### config.mk
export PLATFORM = sky130hd
export DESIGN_NAME = dc_job_scheduler
export DESIGN_NICKNAME = d
export VERILOG_FILES = /design/src/rtl/dc_router_pkg.sv /design/src/rtl/dc_job_fifo.sv /design/src/rtl/dc_job_scheduler.sv
export SDC_FILE = /design/constraint.sdc
export NUM_CORES = 1
export LEC_CHECK = 0
export CAP_MARGIN = 30
export CORE_UTILIZATION = 28
export DETAILED_ROUTE_END_ITERATION = 6
export SLEW_MARGIN = 20
export SYNTH_ARGS = -nofsm -noshare
export SYNTH_HDL_FRONTEND = slang
export SYNTH_SLANG_ARGS = --single-unit
### constraint.sdc
create_clock -name clk -period 4.11 [get_ports clk]
set_clock_uncertainty 0.2 [all_clocks]
set_input_delay 0.6165 -clock clk [delete_from_list [all_inputs] [get_ports clk]]
set_output_delay 0.6165 -clock clk [all_outputs]
set_load 0.005 [all_outputs]
### src/rtl/dc_router_pkg.sv
// dc_router_pkg: shared definitions for the data & control router front end.
//   - OP_* : router instruction op codes (low two bits of `instruction`)
//   - sched_state_e : job scheduler FSM states
//   - job_desc_t : packed 66-bit job descriptor {op, offset, filesize}
//   - op_is_legal() : true for ops the router can execute (FFT, FIR)
package dc_router_pkg;

  localparam logic [1:0] OP_IDLE = 2'b00;
  localparam logic [1:0] OP_FFT  = 2'b01;
  localparam logic [1:0] OP_FIR  = 2'b10;

  typedef enum logic [1:0] {
    IDLE   = 2'd0,
    ACTIVE = 2'd1,
    GAP    = 2'd2
  } sched_state_e;

  typedef struct packed {
    logic [1:0]  op;
    logic [31:0] offset;
    logic [31:0] filesize;
  } job_desc_t;

  function automatic logic op_is_legal(input logic [1:0] op);
    return (op == OP_FFT) || (op == OP_FIR);
  endfunction

endpackage

### src/rtl/dc_job_fifo.sv
// dc_job_fifo: in-order DEPTH x 66-bit job descriptor queue.
// Ports:
//   clk, reset       : clock, asynchronous active-high reset (flushes pointers/count)
//   push, din        : write request and descriptor (ignored when full)
//   pop, dout        : read request (ignored when empty); dout shows the head entry
//   full, empty      : occupancy flags derived from the registered count
//   count            : number of entries held
// Push and pop may occur in the same cycle; the count is then unchanged.
module dc_job_fifo
  import dc_router_pkg::*;
#(
  parameter int DEPTH = 4
) (
  input  logic                       clk,
  input  logic                       reset,
  input  logic                       push,
  input  job_desc_t                  din,
  input  logic                       pop,
  output job_desc_t                  dout,
  output logic                       full,
  output logic                       empty,
  output logic [$clog2(DEPTH+1)-1:0] count
);

  localparam int AW = $clog2(DEPTH);
  localparam int CW = $clog2(DEPTH + 1);

  job_desc_t     mem [DEPTH];
  logic [AW-1:0] wr_ptr_reg;
  logic [AW-1:0] rd_ptr_reg;
  logic [CW-1:0] count_reg;
  logic          push_ok;
  logic          pop_ok;

  assign full    = (count_reg == CW'(DEPTH));
  assign empty   = (count_reg == '0);
  assign push_ok = push && !full;
  assign pop_ok  = pop && !empty;
  assign count   = count_reg;

  // The head is read combinationally so the scheduler can pop and load it
  // in the same cycle; this keeps the issue latency at two edges.
  assign dout = mem[rd_ptr_reg];

  // Storage has no reset: only the pointers define which entries are valid.
  always_ff @(posedge clk) begin
    if (push_ok) begin
      mem[wr_ptr_reg] <= din;
    end
  end

  // DEPTH is a power of two, so the pointers wrap naturally.
  always_ff @(posedge clk or posedge reset) begin
    if (reset) begin
      wr_ptr_reg <= '0;
      rd_ptr_reg <= '0;
      count_reg  <= '0;
    end else begin
      if (push_ok) begin
        wr_ptr_reg <= wr_ptr_reg + AW'(1);
      end
      if (pop_ok) begin
        rd_ptr_reg <= rd_ptr_reg + AW'(1);
      end
      case ({push_ok, pop_ok})
        2'b10:   count_reg <= count_reg + CW'(1);
        2'b01:   count_reg <= count_reg - CW'(1);
        default: count_reg <= count_reg;
      endcase
    end
  end

endmodule

### src/rtl/dc_job_scheduler.sv
// dc_job_scheduler: queues accelerator job descriptors from the host and
// issues them one at a time to the data & control router.
// Ports:
//   clk, reset                          : clock, asynchronous active-high reset
//   job_valid/job_ready                 : host handshake (transfer when both high)
//   job_op, job_offset, job_filesize    : descriptor fields
//   instruction, offset, filesize       : router job inputs ({30'b0, op} while active)
//   acc_done                            : router completion level
//   busy                                : scheduler not IDLE
//   queue_count                         : queued (not yet issued) jobs
//   job_done / job_err                  : one-cycle completion / rejection pulses
//   done_op                             : op of the most recent pulse
// Build option: define DC_JOB_TIMEOUT_EN to enable the ACTIVE watchdog that
// aborts a job after TIMEOUT_CYCLES cycles without acc_done.
module dc_job_scheduler
  import dc_router_pkg::*;
#(
  parameter int DEPTH          = 4,
  parameter int GAP_CYCLES     = 2,
  parameter int TIMEOUT_CYCLES = 4096
) (
  input  logic                       clk,
  input  logic                       reset,
  input  logic                       job_valid,
  output logic                       job_ready,
  input  logic [1:0]                 job_op,
  input  logic [31:0]                job_offset,
  input  logic [31:0]                job_filesize,
  output logic [31:0]                instruction,
  output logic [31:0]                offset,
  output logic [31:0]                filesize,
  input  logic                       acc_done,
  output logic                       busy,
  output logic [$clog2(DEPTH+1)-1:0] queue_count,
  output logic                       job_done,
  output logic                       job_err,
  output logic [1:0]                 done_op
);

  localparam int GW = (GAP_CYCLES > 1) ? $clog2(GAP_CYCLES) : 1;

  // Elaboration-time parameter sanity checks.
  if ((DEPTH < 2) || ((DEPTH & (DEPTH - 1)) != 0)) begin : g_bad_depth
    $error("dc_job_scheduler: DEPTH must be a power of 2 and at least 2");
  end
  if (GAP_CYCLES < 1) begin : g_bad_gap
    $error("dc_job_scheduler: GAP_CYCLES must be at least 1");
  end
  if (TIMEOUT_CYCLES < 1) begin : g_bad_timeout
    $error("dc_job_scheduler: TIMEOUT_CYCLES must be at least 1");
  end

  // Pulse event waiting to be reported: err selects job_err over job_done.
  typedef struct packed {
    logic       err;
    logic [1:0] op;
  } evt_t;

  sched_state_e  state_reg, state_next;
  logic [GW-1:0] gap_reg, gap_next;
  logic [1:0]    op_reg;
  logic [31:0]   offset_reg;
  logic [31:0]   filesize_reg;

  job_desc_t     in_desc;
  job_desc_t     head;
  logic          fifo_full;
  logic          fifo_empty;
  logic          accept;
  logic          op_legal;
  logic          push;
  logic          pop;
  logic          filt_valid;
  logic          fin_valid;
  logic          fin_err;
  logic          timeout_hit;

  evt_t          pend_reg  [2];
  evt_t          pend_next [2];
  logic [1:0]    pend_cnt_reg, pend_cnt_next;
  evt_t          new_evt;
  evt_t          out_evt;
  logic          out_valid;
  logic          job_done_reg;
  logic          job_err_reg;
  logic [1:0]    done_op_reg;

  // Host side. The pending-event check only matters if a continuous stream
  // of rejected jobs keeps colliding with completions; it never triggers in
  // ordinary traffic but keeps every pulse from being lost.
  assign job_ready  = !fifo_full && (pend_cnt_reg != 2'd2);
  assign accept     = job_valid && job_ready;
  assign op_legal   = op_is_legal(job_op);
  assign push       = accept && op_legal && (job_filesize != '0);
  assign filt_valid = accept && !(op_legal && (job_filesize != '0));
  assign pop        = (state_reg == IDLE) && !fifo_empty;

  assign in_desc.op       = job_op;
  assign in_desc.offset   = job_offset;
  assign in_desc.filesize = job_filesize;

  dc_job_fifo #(
    .DEPTH (DEPTH)
  ) u_fifo (
    .clk   (clk),
    .reset (reset),
    .push  (push),
    .din   (in_desc),
    .pop   (pop),
    .dout  (head),
    .full  (fifo_full),
    .empty (fifo_empty),
    .count (queue_count)
  );

`ifdef DC_JOB_TIMEOUT_EN
  localparam int TW = (TIMEOUT_CYCLES > 1) ? $clog2(TIMEOUT_CYCLES) : 1;
  logic [TW-1:0] tmo_cnt_reg;

  // The counter holds the number of ACTIVE cycles already completed, so the
  // abort fires on the edge that ends the TIMEOUT_CYCLES-th ACTIVE cycle.
  assign timeout_hit = (state_reg == ACTIVE) && !acc_done &&
                       (tmo_cnt_reg == TW'(TIMEOUT_CYCLES - 1));

  always_ff @(posedge clk or posedge reset) begin
    if (reset) begin
      tmo_cnt_reg <= '0;
    end else if (pop) begin
      tmo_cnt_reg <= '0;
    end else if (state_reg == ACTIVE) begin
      tmo_cnt_reg <= tmo_cnt_reg + TW'(1);
    end
  end
`else
  assign timeout_hit = 1'b0;
`endif

  // Scheduler FSM. A completion (or abort) loads the gap counter with
  // GAP_CYCLES-1 so GAP lasts GAP_CYCLES edges; it is then extended for as
  // long as acc_done stays high so a stale level cannot end the next job.
  always_comb begin
    state_next = state_reg;
    gap_next   = gap_reg;
    fin_valid  = 1'b0;
    fin_err    = 1'b0;
    case (state_reg)
      IDLE: begin
        if (!fifo_empty) begin
          state_next = ACTIVE;
        end
      end
      ACTIVE: begin
        if (acc_done || timeout_hit) begin
          state_next = GAP;
          gap_next   = GW'(GAP_CYCLES - 1);
          fin_valid  = 1'b1;
          fin_err    = !acc_done;
        end
      end
      GAP: begin
        if (gap_reg != '0) begin
          gap_next = gap_reg - GW'(1);
        end else if (!acc_done) begin
          state_next = IDLE;
        end
      end
      default: state_next = IDLE;
    endcase
  end

  always_ff @(posedge clk or posedge reset) begin
    if (reset) begin
      state_reg    <= IDLE;
      gap_reg      <= '0;
      op_reg       <= OP_IDLE;
      offset_reg   <= '0;
      filesize_reg <= '0;
    end else begin
      state_reg <= state_next;
      gap_reg   <= gap_next;
      if (pop) begin
        op_reg       <= head.op;
        offset_reg   <= head.offset;
        filesize_reg <= head.filesize;
      end else if (fin_valid) begin
        op_reg       <= OP_IDLE;
        offset_reg   <= '0;
        filesize_reg <= '0;
      end
    end
  end

  assign instruction = {30'b0, op_reg};
  assign offset      = offset_reg;
  assign filesize    = filesize_reg;
  assign busy        = (state_reg != IDLE);

  // Pulse arbitration: a completion always wins the cycle; rejected-job
  // events wait in a two-entry in-order backlog and are emitted one per
  // cycle, so pulses never merge and each one updates done_op.
  always_comb begin
    new_evt.err   = !op_legal;
    new_evt.op    = job_op;
    pend_next     = pend_reg;
    pend_cnt_next = pend_cnt_reg;
    out_valid     = 1'b0;
    out_evt       = '0;
    if (fin_valid) begin
      out_valid   = 1'b1;
      out_evt.err = fin_err;
      out_evt.op  = op_reg;
    end else if (pend_cnt_reg != 2'd0) begin
      out_valid     = 1'b1;
      out_evt       = pend_reg[0];
      pend_next[0]  = pend_reg[1];
      pend_cnt_next = pend_cnt_reg - 2'd1;
    end else if (filt_valid) begin
      out_valid = 1'b1;
      out_evt   = new_evt;
    end
    // A new event that could not go out directly joins the backlog tail.
    if (filt_valid && (fin_valid || (pend_cnt_reg != 2'd0))) begin
      pend_next[pend_cnt_next[0]] = new_evt;
      pend_cnt_next               = pend_cnt_next + 2'd1;
    end
  end

  for (genvar gi = 0; gi < 2; gi++) begin : g_pend
    always_ff @(posedge clk or posedge reset) begin
      if (reset) begin
        pend_reg[gi] <= '0;
      end else begin
        pend_reg[gi] <= pend_next[gi];
      end
    end
  end

  always_ff @(posedge clk or posedge reset) begin
    if (reset) begin
      pend_cnt_reg <= 2'd0;
      job_done_reg <= 1'b0;
      job_err_reg  <= 1'b0;
      done_op_reg  <= OP_IDLE;
    end else begin
      pend_cnt_reg <= pend_cnt_next;
      job_done_reg <= out_valid && !out_evt.err;
      job_err_reg  <= out_valid && out_evt.err;
      if (out_valid) begin
        done_op_reg <= out_evt.op;
      end
    end
  end

  assign job_done = job_done_reg;
  assign job_err  = job_err_reg;
  assign done_op  = done_op_reg;

endmodule
-- Yosys cells after proc, flatten, opt, wreduce, memory -nomap -nowiden
Memory sizes are Yosys's and may differ from the RTL's.
Index checks and enable logic that the tools add are counted.
- input port bits: 70
- RAM bits: 264
- memories: 1
- output and inout bits: 105
- flip-flop bits (word level): 88
- reduce and logical (&&, ||, !) cells: 31
- muxes and demuxes: 35
- eq/ne operators: 12
- magnitude comparators: 2
- add/subtract/negate cells: 7
- bitwise operators: 1
- memory list (memory ; depth ; width ; read ports ; clocked after memory_dff ; wr ports ; RTL line ; source):
    u_fifo.mem ; 4 ; 66 ; 1 ; 0 ; 1 ; dc_job_fifo.sv:28 ; job_desc_t mem [DEPTH];
- operator list (kind ; number):
    2-to-1 mux 32 bit ; 3
    nonzero test 32 bit ; 1
    2-to-1 mux 2 bit ; 9
    2-to-1 mux 3 bit ; 6
    logical AND 1 bit ; 13
    2-to-1 mux 1 bit ; 11
    inequality test 2 bit, second input constant ; 5
    nonzero test 2 bit ; 5
    adder 2 x 1 -> 2 bit, second input constant ; 3
    bitwise mux 6 bit ; 1
    equality test 2 x 1 -> 1 bit, second input constant ; 3
    equality test 2 bit, second input constant ; 3
    logical NOT 1 bit ; 6
    2-to-1 mux 6 bit ; 1
    case mux 2 bit (3 select lines) ; 1
    case mux 3 bit (2 select lines) ; 1
    AND reduction 4 bit ; 1
    adder 3 x 1 -> 3 bit, second input constant ; 1
    demux 3 bit (select 1 bit) ; 1
    equality test 3 bit, second input constant ; 1
    logical NOT 3 bit ; 1
    subtractor 3 x 1 -> 3 bit, second input constant ; 1
    >= comparator 2 bit, second input constant ; 1
    logical NOT 2 bit ; 1
    7 further kinds ; 8

-- Longest topological paths before layout
- depth after elaboration: 10
- depth in mapped cells: 11
- depth with buffers taken out: 11

-- Modules after synthesis
Synthesis repeated with hierarchy kept, for this count alone.
- cells, all modules: 652
- area total of the unflattened synthesis: 13369.1 µm²
- by module, submodules not included (module ; times used ; seq. area each (µm²) ; cells an instance ; area each (µm²)):
    dc_job_fifo ; 1 ; 8102.8 ; 383 ; 9964.6
    dc_job_scheduler ; 1 ; 2026.9 ; 269 ; 3404.5

-- Worst setup path after synthesis
No wires, ideal clock.
- path kind: input-to-reg
- from: input port job_op[1]
- to: memory u_fifo.mem[0][0] (netlist bit), enable pin
- path slack: 0.652 ns
- data required time: 3.479 ns
- arrival time: 2.827 ns
- stages: 4
- cells stage by stage: buf_2 -> xnor2_1 -> nor3_2 -> and2_1
- word-level cells in the longest chain between the ends: 7
- ends and longest elaborated chain (item ; RTL line ; source):
    start, declared ; dc_job_scheduler.sv:26 ; input logic [1:0] job_op,
    equality test 2 x 1 -> 1 bit / equality test 2 bit (equally long branches) ; dc_router_pkg.sv:25 ; return (op == OP_FFT) || (op == OP_FIR);
    logical OR 1 bit * ; dc_router_pkg.sv:25 ;
    logical AND 1 bit * (2 in a row) ; dc_job_scheduler.sv:94 ; assign push = accept && op_legal && (job_filesize != '0);
    logical AND 1 bit * ; dc_job_fifo.sv:37 ; assign push_ok = push && !full;
    2-to-1 mux 1 bit * ; dc_job_fifo.sv:47 ; if (push_ok) begin
    2-to-1 mux 1 bit (not written as such) * ; dc_job_fifo.sv:48 ; mem[wr_ptr_reg] <= din;
    end, declared ; dc_job_fifo.sv:28 ;
Mark *: on every way between the ends. The rest lies on a longest branch, timed or not.

-- Final worst setup path
- from: input port job_filesize[16]
- to: register u_fifo.count_reg[2] (netlist: u_fifo.count[2])
- word-level cells in the longest chain between the ends: 5
- ends and longest elaborated chain (item ; RTL line ; source):
    start, declared ; dc_job_scheduler.sv:28 ; input logic [31:0] job_filesize,
    nonzero test 32 bit * ; dc_job_scheduler.sv:94 ;
    logical AND 1 bit * ; dc_job_scheduler.sv:94 ;
    logical AND 1 bit * ; dc_job_fifo.sv:37 ;
    equality test 2 x 1 -> 1 bit / equality test 2 bit (equally long branches) ; dc_job_fifo.sv:65 ; case ({push_ok, pop_ok})
    case mux 3 bit (2 select lines) / nonzero test 2 bit (equally long branches) ; n/a ;
    end signal, assigned ; dc_job_fifo.sv:66 ; 2'b10: count_reg <= count_reg + CW'(1);
    end signal, assigned ; dc_job_fifo.sv:67 ; 2'b01: count_reg <= count_reg - CW'(1);
    end signal, assigned ; dc_job_fifo.sv:68 ; default: count_reg <= count_reg;
    end, declared ; dc_job_fifo.sv:31 ; logic [CW-1:0] count_reg;
Marks and branches as above.
A chain may end at the register's enable or synchronous reset.

==> metrics <==
post-synth top area cell edfxtp_1; Seq/Total Area, Yosys about three quarters; DR iter-0 viols 527; ratio of cells with drive above 1 in the final layout 17.4%; peak supply drop about 470 uV; hold buffers post-CTS 0; P per Cell Area slightly below 700 nW/um^2; met1 usage about 17%; DR WL/cell 19.1 um; synth unique cells just under 50; global-route wire length before repair between 40 and 50 mm; max_cap viols 0; vias per cell roughly 4.5; Post-DP HPWL around 19 mm; fillers 4518; largest net degree at the start of global routing around 140; Sequential Power Share a little over two fifths; Psw ~3.6 mW; fin nets about 1.0k; CP delay by family, top simple AND/OR/NAND/NOR gates; most frequent cells in the layout 264 x edfxtp_1, 144 x clkdlybuf4s50_1, 140 x nand2_1; Tightest Pin Transition about 740 ps; final setup vio count 0; tightest hold margin 283 ps; M3 GR Usage between 3 and 4%; CP Buf/Inv Count 3; initial core utilization 28.5%; core area about 48000 sq um; via count around 7.3k; Peak Freq 320 MHz; Gates resized, CTS repair 0; RD Place Congestion around 0.74; CP required 4390 ps; crit-path max FO 7; Tcrit/Tclk final 76.0%; setup TNS 0 ps; die area 49600 sq um; CTS max path bufs 3; number of I/O pins 175; Port Buffer Count around 140; row cnt 80; Pins Over Slew Limit 0; unrepaired setup endpoints after global routing false; Lkg Pwr 6.00 nW; final instance area 17200 sq um; CP startpoint kind primary input; WL final a little over 30 mm; Post-route DRC 0; combinational group share of total power between 20% and 30%; clk slew on worst S/H paths around 60 ps; syn_area_per_cell between 15 and 20 sq um; asr flop ratio synth 25.0%; CTS Buf Count 39; Synth Instances ~800; depth of the CTS H-tree 2; Max stage delay cell, worst path clkdlybuf4s50_1; Syn-to-layout area delta 25.9%; M2 GR Usage 21.1%; DRT Pass-1 Iters 5; Worst setup EP type flip-flop; Power Internal about 8.4 mW; gr usage total between 10% and 20%; Clock Sinks between 300 and 400; post-route ant nets 0; clock root buffer clkbuf_16; GRT Residual Overflow 0; setup bufs post-CTS 0; synthesized flop and latch total ~350; clock power share 29.4%; Diodes inserted 0; insertion delay to the later sink of the worst-skew pair ~560 ps; CTS tree built; critical-path cell list clkdlybuf4s50_1 -> nor4_1 -> nand4_1 -> nor2_2 -> nor3_2 -> inv_1 -> ha_1 -> inv_1 -> fa_1 -> xor2_1 -> nor2_1 -> xor2_1; Synth top area share between 50% and 60%; endpoints failing hold 0; power consumption ~12 mW; crit path time final roughly 3100 ps; dpl cell area ~16000 sq um; vias in the first global route 7928; Chip Height approximately 220 um; Die X-Extent approximately 220 um; Area contributors post-synth edfxtp_1 58%, dfrtp_1 16%, mux4_2 11%; data arrival time of the critical path around 3400 ps; outcome finished, final reports clean; gr busiest metal met2; ys flop type edfxtp_1; Hold WC Path Type flip-flop to flip-flop; YS warnings 0; Sw Ratio 29.8%; Largest register FFs about 260; Largest stage delay, worst path approximately 510 ps; CP Class primary input to flip-flop; initial antenna violation count 3; commonest non-fill, non-tap cell in the layout edfxtp_1; Syn Std Cell Area around 14000 sq um; Post-synth EDFFs approximately 260; Worst slew margin just over 50%
## cell usage after synthesis, drive strengths merged, types with 2 or more instances
master,count
a31oi,2
or2,2
nand3,2
a21oi,5
dfrtp,88
mux4,66
nor2,12
nor4,9
nand4,3
nand2,140
o2bb2ai,2
mux2,6
clkbuf,22
xor2,4
mux2i,4
a221o,2
xnor2,6
and2,6
inv,7
buf,51
o21ai,74
edfxtp,264
nor3,3
ha,6
## worst reg2reg max path, stage by stage, from the launching register on
cell and delay (ps):
dfrtp_1 500, or2b_2 200, nand3_1 160, nor3_2 530, and2_4 480, buf_4 320
## kinds of logic after synthesis
group	count (synthesis)	synth area share, %
xor+xnor	10	0.642
other cells	1	0.0275
flops	352	74.2
fa+ha+maj	7	0.697
compound gates	89	3.48
buf+inv	80	3.29
mux	76	11.7
simple gates	186	5.93
## area by class of cell
type	count	area [sq um]	area share [%]
Clock buffer	54	1090	6.36
Clock inverter	18	210	1.22
Inverter	7	28.8	0.168
Tap cell	615	769	4.48
Sequential cell	352	10100	59.0
Timing Repair Buffer	168	1740	10.1
Multi-Input combinational cell	398	3190	18.6
## final timing paths
check                                          start                     endpoint  slack (ps)  cells past startpoint
setup / recovery                    job_filesize[16]  u_fifo.count[2]$_DFFE_PP0P_         990                     12
hold / removal                   gap_reg$_DFFE_PP0P_          gap_reg$_DFFE_PP0P_         280                      2
setup reg to reg           pend_cnt_reg[0]$_DFF_PP0_  u_fifo.mem[1][15]$_DFFE_PP_        1390                      5
hold reg to reg                  gap_reg$_DFFE_PP0P_          gap_reg$_DFFE_PP0P_         280                      2
max in group asynchronous                      reset        offset[6]$_DFFE_PP0P_        2610                      3
min in group asynchronous                      reset      filesize[5]$_DFFE_PP0P_         340                      2
## routing by layer
layer	part of all wire, %	routed length [um]
met1	44	13700
met2	48	14900
met3	4.9	1510
met4	2.2	673
met5	0.12	38
## power groups by stage
stage | Sequential [mW] | Combinational (mW) | Clock (mW)
2_1_floorplan | 4.90 | 2.13 | 0
3_3_place_gp | 5.16 | 3.39 | 0
3_5_place_dp | 5.08 | 3.53 | 0
4_1_cts | 5.01 | 3.55 | 3.61
5_1_grt | 5.08 | 3.85 | 3.76
6_report | 4.98 | 3.44 | 3.51
## stage by stage
| step | util, % | instances | setup slack, ps |
|---|---|---|---|
| after floorplan | - | 830 | 652 |
| after global placement | 33.0 | 1539 | 337 |
| after detailed placement | 33.1 | 1540 | 367 |
| after CTS | 35.8 | 1612 | 945 |
| after global routing | 35.8 | 1612 | 820 |
| final | 35.8 | 1612 | 986 |
Note: power is estimated with default switching activity, not from simulation.
